===== src/rtl/wb_bus_sel_stage_if.sv =====
// ---------------------------------------------------------------------------
// wb_bus_sel_stage_if
//   Handshake/bus bundle for the registered writeback source selector.
//   Request side : in_valid, in_ready, sel, rd_addr, src_data, mem_valid
//   Result side  : out_valid, out_ready, out_data, out_rd, out_err
//   master modport: the environment (execute/memory datapath + register file)
//   slave modport : the selector stage itself
// ---------------------------------------------------------------------------
interface wb_bus_sel_stage_if #(
  parameter int XLEN = 32,
  parameter int NSRC = 4,
  parameter int SELW = 2
);
  logic                 in_valid;
  logic                 in_ready;
  logic [SELW-1:0]      sel;
  logic [4:0]           rd_addr;
  logic [NSRC*XLEN-1:0] src_data;
  logic                 mem_valid;
  logic                 out_valid;
  logic                 out_ready;
  logic [XLEN-1:0]      out_data;
  logic [4:0]           out_rd;
  logic                 out_err;

  modport master (
    output in_valid, sel, rd_addr, src_data, mem_valid, out_ready,
    input  in_ready, out_valid, out_data, out_rd, out_err
  );

  modport slave (
    input  in_valid, sel, rd_addr, src_data, mem_valid, out_ready,
    output in_ready, out_valid, out_data, out_rd, out_err
  );
endinterface


===== src/rtl/wb_bus_sel_stage.sv =====
// ---------------------------------------------------------------------------
// wb_bus_sel_stage
//   Registered writeback source selector. Picks one of NSRC source buses for
//   the register-file write port, holds it in an output register and uses a
//   valid/ready handshake on both sides. A request for the memory-load source
//   waits (WAIT_MEM) until mem_valid delivers the late load data.
//
// Ports
//   clk  : clock, rising edge
//   rst  : asynchronous active-high reset
//   bus  : wb_bus_sel_stage_if.slave
//          in_valid/in_ready/sel/rd_addr/src_data/mem_valid (request side)
//          out_valid/out_ready/out_data/out_rd/out_err      (result side)
//
// Configuration
//   WB_LINK_ADD_EN : when defined, source LINK_SRC is registered as src+4
//                    (wrapping), giving the JAL/JALR link value. When
//                    undefined, every source is passed unmodified.
// ---------------------------------------------------------------------------
module wb_bus_sel_stage #(
  parameter int XLEN     = 32,
  parameter int NSRC     = 4,
  parameter int SELW     = 2,
  parameter int MEM_SRC  = 1,
  parameter int LINK_SRC = 2
) (
  input  logic                  clk,
  input  logic                  rst,
  wb_bus_sel_stage_if.slave     bus
);

  typedef enum logic [1:0] {IDLE, WAIT_MEM, FULL} state_t;

  state_t          state_reg, state_next;
  logic [XLEN-1:0] out_data_reg, out_data_next;
  logic [4:0]      out_rd_reg, out_rd_next;
  logic            out_err_reg, out_err_next;
  logic [4:0]      pend_rd_reg, pend_rd_next;

  logic [XLEN-1:0] src_arr [NSRC];
  logic [XLEN-1:0] sel_data;
  logic [XLEN-1:0] acc_data;
  logic [XLEN-1:0] mem_data;
  logic            sel_oob;
  logic            is_mem_sel;
  logic            accept;

  // Unpack the flat source bus into one word per source.
  generate
    for (genvar gi = 0; gi < NSRC; gi++) begin : g_unpack
      assign src_arr[gi] = bus.src_data[gi*XLEN +: XLEN];
    end
  endgenerate

  assign sel_oob    = int'(bus.sel) >= NSRC;
  assign is_mem_sel = int'(bus.sel) == MEM_SRC;

  assign bus.in_ready  = (state_reg == IDLE) || ((state_reg == FULL) && bus.out_ready);
  assign accept        = bus.in_valid && bus.in_ready;
  assign bus.out_valid = (state_reg == FULL);
  assign bus.out_data  = out_data_reg;
  assign bus.out_rd    = out_rd_reg;
  assign bus.out_err   = out_err_reg;

  // Source mux; out-of-range selects leave sel_data at zero.
  always_comb begin
    sel_data = '0;
    for (int s = 0; s < NSRC; s++) begin
      if (int'(bus.sel) == s) begin
        sel_data = src_arr[s];
      end
    end
`ifdef WB_LINK_ADD_EN
    if (int'(bus.sel) == LINK_SRC) begin
      sel_data = sel_data + XLEN'(4);
    end
`endif
  end

  // x0 is hardwired: any result headed for register 0 is written as zero.
  assign acc_data = (sel_oob || (bus.rd_addr == 5'd0)) ? '0 : sel_data;
  assign mem_data = (pend_rd_reg == 5'd0) ? '0 : src_arr[MEM_SRC];

  always_ff @(posedge clk or posedge rst) begin
    if (rst) begin
      state_reg    <= IDLE;
      out_data_reg <= '0;
      out_rd_reg   <= '0;
      out_err_reg  <= 1'b0;
      pend_rd_reg  <= '0;
    end else begin
      state_reg    <= state_next;
      out_data_reg <= out_data_next;
      out_rd_reg   <= out_rd_next;
      out_err_reg  <= out_err_next;
      pend_rd_reg  <= pend_rd_next;
    end
  end

  always_comb begin
    state_next    = state_reg;
    out_data_next = out_data_reg;
    out_rd_next   = out_rd_reg;
    out_err_next  = out_err_reg;
    pend_rd_next  = pend_rd_reg;
    case (state_reg)
      IDLE, FULL: begin
        if (accept) begin
          // A load whose data is not here yet parks in WAIT_MEM; an
          // out-of-range select never matches MEM_SRC so it cannot stall.
          if (is_mem_sel && !bus.mem_valid) begin
            state_next   = WAIT_MEM;
            pend_rd_next = bus.rd_addr;
          end else begin
            state_next    = FULL;
            out_data_next = acc_data;
            out_rd_next   = bus.rd_addr;
            out_err_next  = sel_oob;
          end
        end else if ((state_reg == FULL) && bus.out_ready) begin
          state_next = IDLE;
        end
      end
      WAIT_MEM: begin
        if (bus.mem_valid) begin
          state_next    = FULL;
          out_data_next = mem_data;
          out_rd_next   = pend_rd_reg;
          out_err_next  = 1'b0;
        end
      end
      default: state_next = IDLE;
    endcase
  end

endmodule


===== src/flat_wrapper.sv =====
// flat-port wrapper written by rule: the top's interface ports become plain ports
module wb_bus_sel_stage_flat 
#(
  parameter int XLEN     = 32,
  parameter int NSRC     = 4,
  parameter int SELW     = 2,
  parameter int MEM_SRC  = 1,
  parameter int LINK_SRC = 2
)
  (clk, rst, bus_in_valid, bus_sel, bus_rd_addr, bus_src_data, bus_mem_valid, bus_out_ready, bus_in_ready, bus_out_valid, bus_out_data, bus_out_rd, bus_out_err);
  wb_bus_sel_stage_if #(.XLEN(XLEN), .NSRC(NSRC), .SELW(SELW)) bus_i ();
  input  logic clk;
  input  logic rst;
  input wire logic [$bits(bus_i.in_valid)-1:0] bus_in_valid;
  input wire logic [$bits(bus_i.sel)-1:0] bus_sel;
  input wire logic [$bits(bus_i.rd_addr)-1:0] bus_rd_addr;
  input wire logic [$bits(bus_i.src_data)-1:0] bus_src_data;
  input wire logic [$bits(bus_i.mem_valid)-1:0] bus_mem_valid;
  input wire logic [$bits(bus_i.out_ready)-1:0] bus_out_ready;
  output wire logic [$bits(bus_i.in_ready)-1:0] bus_in_ready;
  output wire logic [$bits(bus_i.out_valid)-1:0] bus_out_valid;
  output wire logic [$bits(bus_i.out_data)-1:0] bus_out_data;
  output wire logic [$bits(bus_i.out_rd)-1:0] bus_out_rd;
  output wire logic [$bits(bus_i.out_err)-1:0] bus_out_err;
  assign bus_i.in_valid = bus_in_valid;
  assign bus_i.sel = bus_sel;
  assign bus_i.rd_addr = bus_rd_addr;
  assign bus_i.src_data = bus_src_data;
  assign bus_i.mem_valid = bus_mem_valid;
  assign bus_i.out_ready = bus_out_ready;
  assign bus_in_ready = bus_i.in_ready;
  assign bus_out_valid = bus_i.out_valid;
  assign bus_out_data = bus_i.out_data;
  assign bus_out_rd = bus_i.out_rd;
  assign bus_out_err = bus_i.out_err;
  wb_bus_sel_stage #(.XLEN(XLEN), .NSRC(NSRC), .SELW(SELW), .MEM_SRC(MEM_SRC), .LINK_SRC(LINK_SRC)) u_core (.clk(clk), .rst(rst), .bus(bus_i));
endmodule

===== config.mk =====
export PLATFORM = sky130hd
export DESIGN_NAME = wb_bus_sel_stage_flat
export DESIGN_NICKNAME = d
export VERILOG_FILES = /design/src/rtl/wb_bus_sel_stage_if.sv /design/src/rtl/wb_bus_sel_stage.sv /design/src/flat_wrapper.sv
export SDC_FILE = /design/constraint.sdc
export NUM_CORES = 1
export LEC_CHECK = 0
export BUFFER_PORTS_ARGS = -buffer_cell sky130_fd_sc_hd__buf_4
export CORE_MARGIN = 4
export CORE_UTILIZATION = 30
export CTS_CLUSTER_DIAMETER = 50
export CTS_CLUSTER_SIZE = 16
export DETAILED_ROUTE_END_ITERATION = 7
export GPL_ROUTABILITY_DRIVEN = 0
export HOLD_SLACK_MARGIN = 0.12
export PLACE_DENSITY = 0.62
export RECOVER_POWER = 50
export SYNTH_ARGS = -nofsm -noshare
export SYNTH_HDL_FRONTEND = slang
export SYNTH_SLANG_ARGS = --single-unit

===== constraint.sdc =====
create_clock -name clk -period 2.3 [get_ports clk]
set_input_delay 0.115 -clock clk [delete_from_list [all_inputs] [get_ports clk]]
set_output_delay 0.115 -clock clk [all_outputs]
set_load 0.01 [all_outputs]

======== After elaboration in Yosys (flattened, before gate mapping) ========
Index checks and enable logic that the tools add are counted.
storage, ports and cells
  bits in registers ....................... 45
  latch bits .............................. 0
  RAM bits ................................ 0
  ROM bits ................................ 0
  output and inout port bits .............. 40
  memories ................................ 0
cells by class
  add/sub/neg operators ................... 0
  $mul .................................... 0
  div/mod/pow operators ................... 0
  $lt $le $gt $ge ......................... 0
  equal/unequal tests ..................... 9
  shift operators ......................... 0
  mux-type cells .......................... 23
  bitwise logic cells ..................... 0
  reduce and logical (&&, ||, !) cells .... 14
operators by type and width
  kind                                                    count
  two-way mux 32 bit                                      9
  case mux 32 bit (2 select lines)                        1
  two-way mux 5 bit                                       3
  logical NOT 5 bit                                       2
  case mux 5 bit (2 select lines)                         1
  two-way mux 2 bit                                       4
  equality test 2 bit (second input constant)             3
  equality test 2 x 1 -> 1 bit (second input constant)    2
  logical NOT 2 bit                                       2
  inequality test 2 bit (second input constant)           2
  case mux 2 bit (2 select lines)                         1
  AND reduction 4 bit                                     1
  logical AND 1 bit                                       3
  two-way mux 1 bit                                       3
  inequality test 3 x 1 -> 1 bit (second input constant)  1
  AND reduction 3 bit                                     1
  inequality test 2 x 1 -> 1 bit (second input constant)  1
  case mux 1 bit (2 select lines)                         1
  AND reduction 2 bit                                     1
  nonzero test 2 bit                                      1
  OR reduction 2 bit                                      1
  logical NOT 1 bit                                       1
  logical OR 1 bit                                        1

======== Logic depth before layout (Yosys ltp) ========
  word-level depth ........................ 9
  gate-level depth with buffers ........... 7

======== Worst setup path before layout ========
OpenSTA, ideal clock, no wires.
  path type ............................... register -> register
  start point ............................. register u_core.state_reg[1]
  end point ............................... register u_core.out_data_reg[7] (netlist: u_core.bus.out_data[7])
  setup time .............................. 125 ps
  arrival time ............................ 1556 ps
  setup slack ............................. 619 ps
  cell stages (with the launch flop) ...... 8
  buffers on the path ..................... 3
  cells stage by stage .................... dfrtp_1 > nand2b_1 > buf_4 > o31a_1 > nor2_1 > buf_4 > buf_6 > mux2_2
on the way
  longest elaborated chain between the ends .. 6
RTL lines
  element                                          RTL line                                         RTL
  start, declared                                  wb_bus_sel_stage.sv:34                           state_t state_reg, state_next;
  start signal, assigned                           wb_bus_sel_stage.sv:92                           state_reg <= state_next;
  equality test 2 bit                              wb_bus_sel_stage.sv:58, wb_bus_sel_stage.sv:106
  logical AND 1 bit                                wb_bus_sel_stage.sv:58                           assign bus.in_ready = (state_reg == IDLE) || ((state_reg == FULL) && bus.out_ready);
  logical OR 1 bit                                 wb_bus_sel_stage.sv:58
  logical AND 1 bit                                wb_bus_sel_stage.sv:59                           assign accept = bus.in_valid && bus.in_ready;
  inequality test 2 x 1 -> 1 bit (no source line)  n/a
  AND reduction 4 bit (no source line)             n/a
  end signal, assigned                             wb_bus_sel_stage.sv:93                           out_data_reg <= out_data_next;
  end, declared                                    wb_bus_sel_stage.sv:35                           logic [XLEN-1:0] out_data_reg, out_data_next;
Parallel ways exist; a longest one is shown, timed or not.
A chain may end at the register's enable or synchronous reset.

======== Worst setup path in the final report ========
  start point ............................. input bus_rd_addr[1]
  end point ............................... register u_core.out_data_reg[26] (netlist: u_core.bus.out_data[26])
on the way
  longest elaborated chain between the ends .. 5
RTL lines
  element                           RTL line                 RTL
  start, declared                   flat_wrapper.sv:16       input wire logic [$bits(bus_i.rd_addr)-1:0] bus_rd_addr;
  logical NOT 5 bit                 wb_bus_sel_stage.sv:81   assign acc_data = (sel_oob || (bus.rd_addr == 5'd0)) ? '0 : sel_data;
  two-way mux 32 bit                wb_bus_sel_stage.sv:81
  two-way mux 32 bit                wb_bus_sel_stage.sv:111  if (is_mem_sel && !bus.mem_valid) begin
  two-way mux 32 bit                wb_bus_sel_stage.sv:108  if (accept) begin
  case mux 32 bit (2 select lines)  wb_bus_sel_stage.sv:106  case (state_reg)
No other way between the ends. The select of a mux whose other input is x is not followed.

==> impl_metrics.yaml <==
finish:
  finish.utilization: 0.461
  fillers: 938
  largest_reg_flops: 32
  syn_to_final_growth_pct: 48.1
  diodes: 0
  drive_gt1_frac: 0.584
  nets: 531
sta:
  finalHoldViolations: 0
  worstMarginPinSlew_ps: 956
  setup_viol: 0
  fin_worst_skew_ps: 9.42
  timing.fmax_mhz: 512
  relSlewSlack: 0.362
  finalSetupTns_ps: 0
  fin_crit_ps: 1950
  timing.final.crit_share: 0.849
  rsz0062_at_grt: "false"
  finalMaxSlewViolations: 0
power_and_ir_drop:
  finalPower_uw: 2870
  ir_worst_vdd_v: 0.000351
  power.density_mw_per_mm2: 632
  switchingPower_uw: 878
  p_seq_frac: 0.394
  comb_power_share: 0.400
  p_sw_frac: 0.306
  intPower_uw: 1990
  p_leak_uw: 0.00214
  p_clk_frac: 0.206
route:
  drc: 0
  ant_nets: 0
  drtIter0Drc: 68
  postRouteWirelength_microns: 9230
  dr_total_vias: 2554
  firstDrtPassIters: 4
  wl_per_cell_microns: 17.6
  viasPerCell: 4.86
place:
  port_buffers: 178
  place_hpwl_microns: 7040
critical_path:
  cpPeakStageDelay_ps: 530
  r2r_end: "u_core.bus.out_data[6]"
  r2r_cells: 5
  startpoint_type: "primary input"
  worstPathCellList: "dlygate4sd3_1, buf_4, nor4_2, a21oi_4, a22o_1, mux2_4"
  worst_path_max_delay_cell: "dlygate4sd3_1"
  endpoint_kind: "flop"
  critical_path.top_delay_family: "buffers and inverters"
  critPathBufInv: 2
  critPathMaxFanout: 32
  r2r-start: "u_core.state_reg[1]"
  rrSetupSlack_ps: 400
  required_ps: 2470
  arrival_ps: 2130
  path_class: "in -> reg"
yosys:
  synthesis.nets: 352
  synth_area_sq_mm: 0.00307
  synthArstFlopShare: 1.00
  synthXorXnorAreaFrac: 0
  yosysWarnings: 0
  ys_types: 30
  syn_avg_cell_area_sq_um: 14.5
  synth-edff-count: 0
  syn_inst: 212
  ys_ff_latch: 44
  synth_top_family_by_area: "multiplexers"
  synthAdderAreaFrac: 0
  synth_compound_area_frac: 0.115
  synth_mux_area_frac: 0.420
  synth-main-ff-cell: "dfrtp_1"
  seq_area_frac_synth: 0.359
  yosys.area_share.simple: 0.0420
cts:
  cts_tree: "yes"
  root_buffer: "clkbuf_8"
  cts_buffers: 5
  insertion_delay_ps: 290
  clk_pin_slew_ps: 90
  clock_sinks: 44
  cts.repair.resized: 0
  clock_path_buffers: 2
  h-tree-depth: 2
job:
  cap_violations: 0
die:
  rows: 36
  core_sq_mm: 0.00986
  die-area_sq_mm: 0.0119
  io_pins: 180
  start_util: 0.311
  die_h_microns: 109
  die-width_microns: 109
worst_hold_path:
  hp-class: "in -> reg"
  min_from: "bus_src_data[46]"
  whs_endpoint: "u_core.bus.out_data[14]"
  hold_depth: 3
grt:
  grt_pass1_wl_microns: 14200
  antenna_found_initial: 0
  grt_max_degree: 45
  grt_pass1_vias: 2671
  gr-usage-all-layers: 0.152
  overflow: 0
status:
  status: "completed"
## cell usage after synthesis (2+ instances only)
cell	count	area (sq um)
a211oi_1	2	15.0
a21oi_1	2	10.0
a22o_1	32	280
buf_12	3	60.1
buf_2	6	30.0
buf_4	5	37.5
buf_6	3	33.8
clkbuf_1	2	7.51
dfrtp_1	44	1100
inv_1	4	15.0
mux2_2	14	158
mux2_4	28	420
mux4_1	3	78.8
mux4_2	28	631
nand2_1	13	48.8
nor2_1	5	18.8
nor2b_1	3	18.8
o21ai_0	3	15.0
## repair_timing
action                    in CTS  in global routing
setup buffers                  0                  0
hold buffers                   9                  0
hold endpoints to repair      52                  0
## layer usage
metal,GRT usage,share of wire,vias up
met5,0,0,-
met4,0.0243,0.0012,0
met3,0.0332,0.072,2
met2,0.253,0.50,94
met1,0.208,0.42,1254
li1,-,-,1204
## kinds of logic (layout without fill, tap and decap cells)
| logic type | Yosys count | in the layout |
|---|---|---|
| compound gates | 43 | 43 |
| buf+inv | 25 | 205 |
| mux | 73 | 73 |
| flops | 44 | 44 |
| simple gates | 26 | 26 |
| other cells | 1 | 1 |
## how the worst max path moves through the flow
stage | from | endpoint | slack [ps] | cells past startpoint
floorplan | u_core.state_reg[1] | u_core.bus.out_data[7] | 620 | 7
global placement | u_core.state_reg[1] | u_core.bus.out_data[6] | 470 | 5
detailed placement | u_core.state_reg[1] | u_core.bus.out_data[6] | 410 | 5
CTS | bus_rd_addr[1] | u_core.bus.out_data[4] | 330 | 6
global route | u_core.state_reg[1] | u_core.bus.out_data[6] | 280 | 5
finish | bus_rd_addr[1] | u_core.bus.out_data[26] | 350 | 6
## layout by cell type (no fill, tap or decap)
cell,count
buf_4,141
dfrtp_1,44
clkbuf_1,40
a22o_1,32
mux4_2,28
mux2_4,28
mux2_2,14
nand2_1,13
dlygate4sd3_1,9
clkbuf_8,5
nor2_1,4
inv_1,3
nor2b_1,3
mux4_1,3
o21ai_0,3
a21oi_4,2
a211oi_1,2
buf_12,2
nor4_2,1
nor3_1,1
nand2b_1,1
nand2b_4,1
a21oi_2,1
o31a_1,1
nor2_4,1
nand3_1,1
inv_2,1
a2bb2oi_1,1
a21o_1,1
conb_1,1
bufinv_16,1
clkinv_2,1
clkinvlp_4,1
clkbuf_4,1
## worst register-to-register path: stages, from the launching register on
cell and delay (ps):
dfrtp_1 410, nand2b_1 310, o31a_1 220, nor2_4 90
buf_4 360, mux2_2 400
## stage by stage
step	area (sq um)	std cells	setup WS, ps	hold slack, ps
floorplan	3070	212	619	223
global placement	4490	508	473	370
detailed placement	4490	508	407	356
CTS	4690	525	329	166
global route	4540	525	278	164
finish	4540	525	347	182
## power groups by stage
| stage | Sequential, uW | Combinational, uW | Clock [uW] |
|---|---|---|---|
| finish | 1130 | 1150 | 592 |
| CTS | 1140 | 1330 | 617 |
| detailed placement | 1150 | 1320 | 0 |
| global placement | 1140 | 1300 | 0 |
| global route | 1160 | 1240 | 660 |
| floorplan | 1220 | 612 | 0 |
## final cells by class
| class | instances | area (sq um) | share of cell area |
|---|---|---|---|
| multi-input combinational | 143 | 1800 | 0.397 |
| timing repair buffer | 193 | 1350 | 0.296 |
| sequential | 44 | 1100 | 0.242 |
| tap | 133 | 166 | 0.0366 |
| clock buffer | 5 | 68.8 | 0.0151 |
| clock inverter | 3 | 42.5 | 0.00936 |
| inverter | 4 | 15.0 | 0.00330 |
No activity file was read; power rests on OpenSTA's default activity.
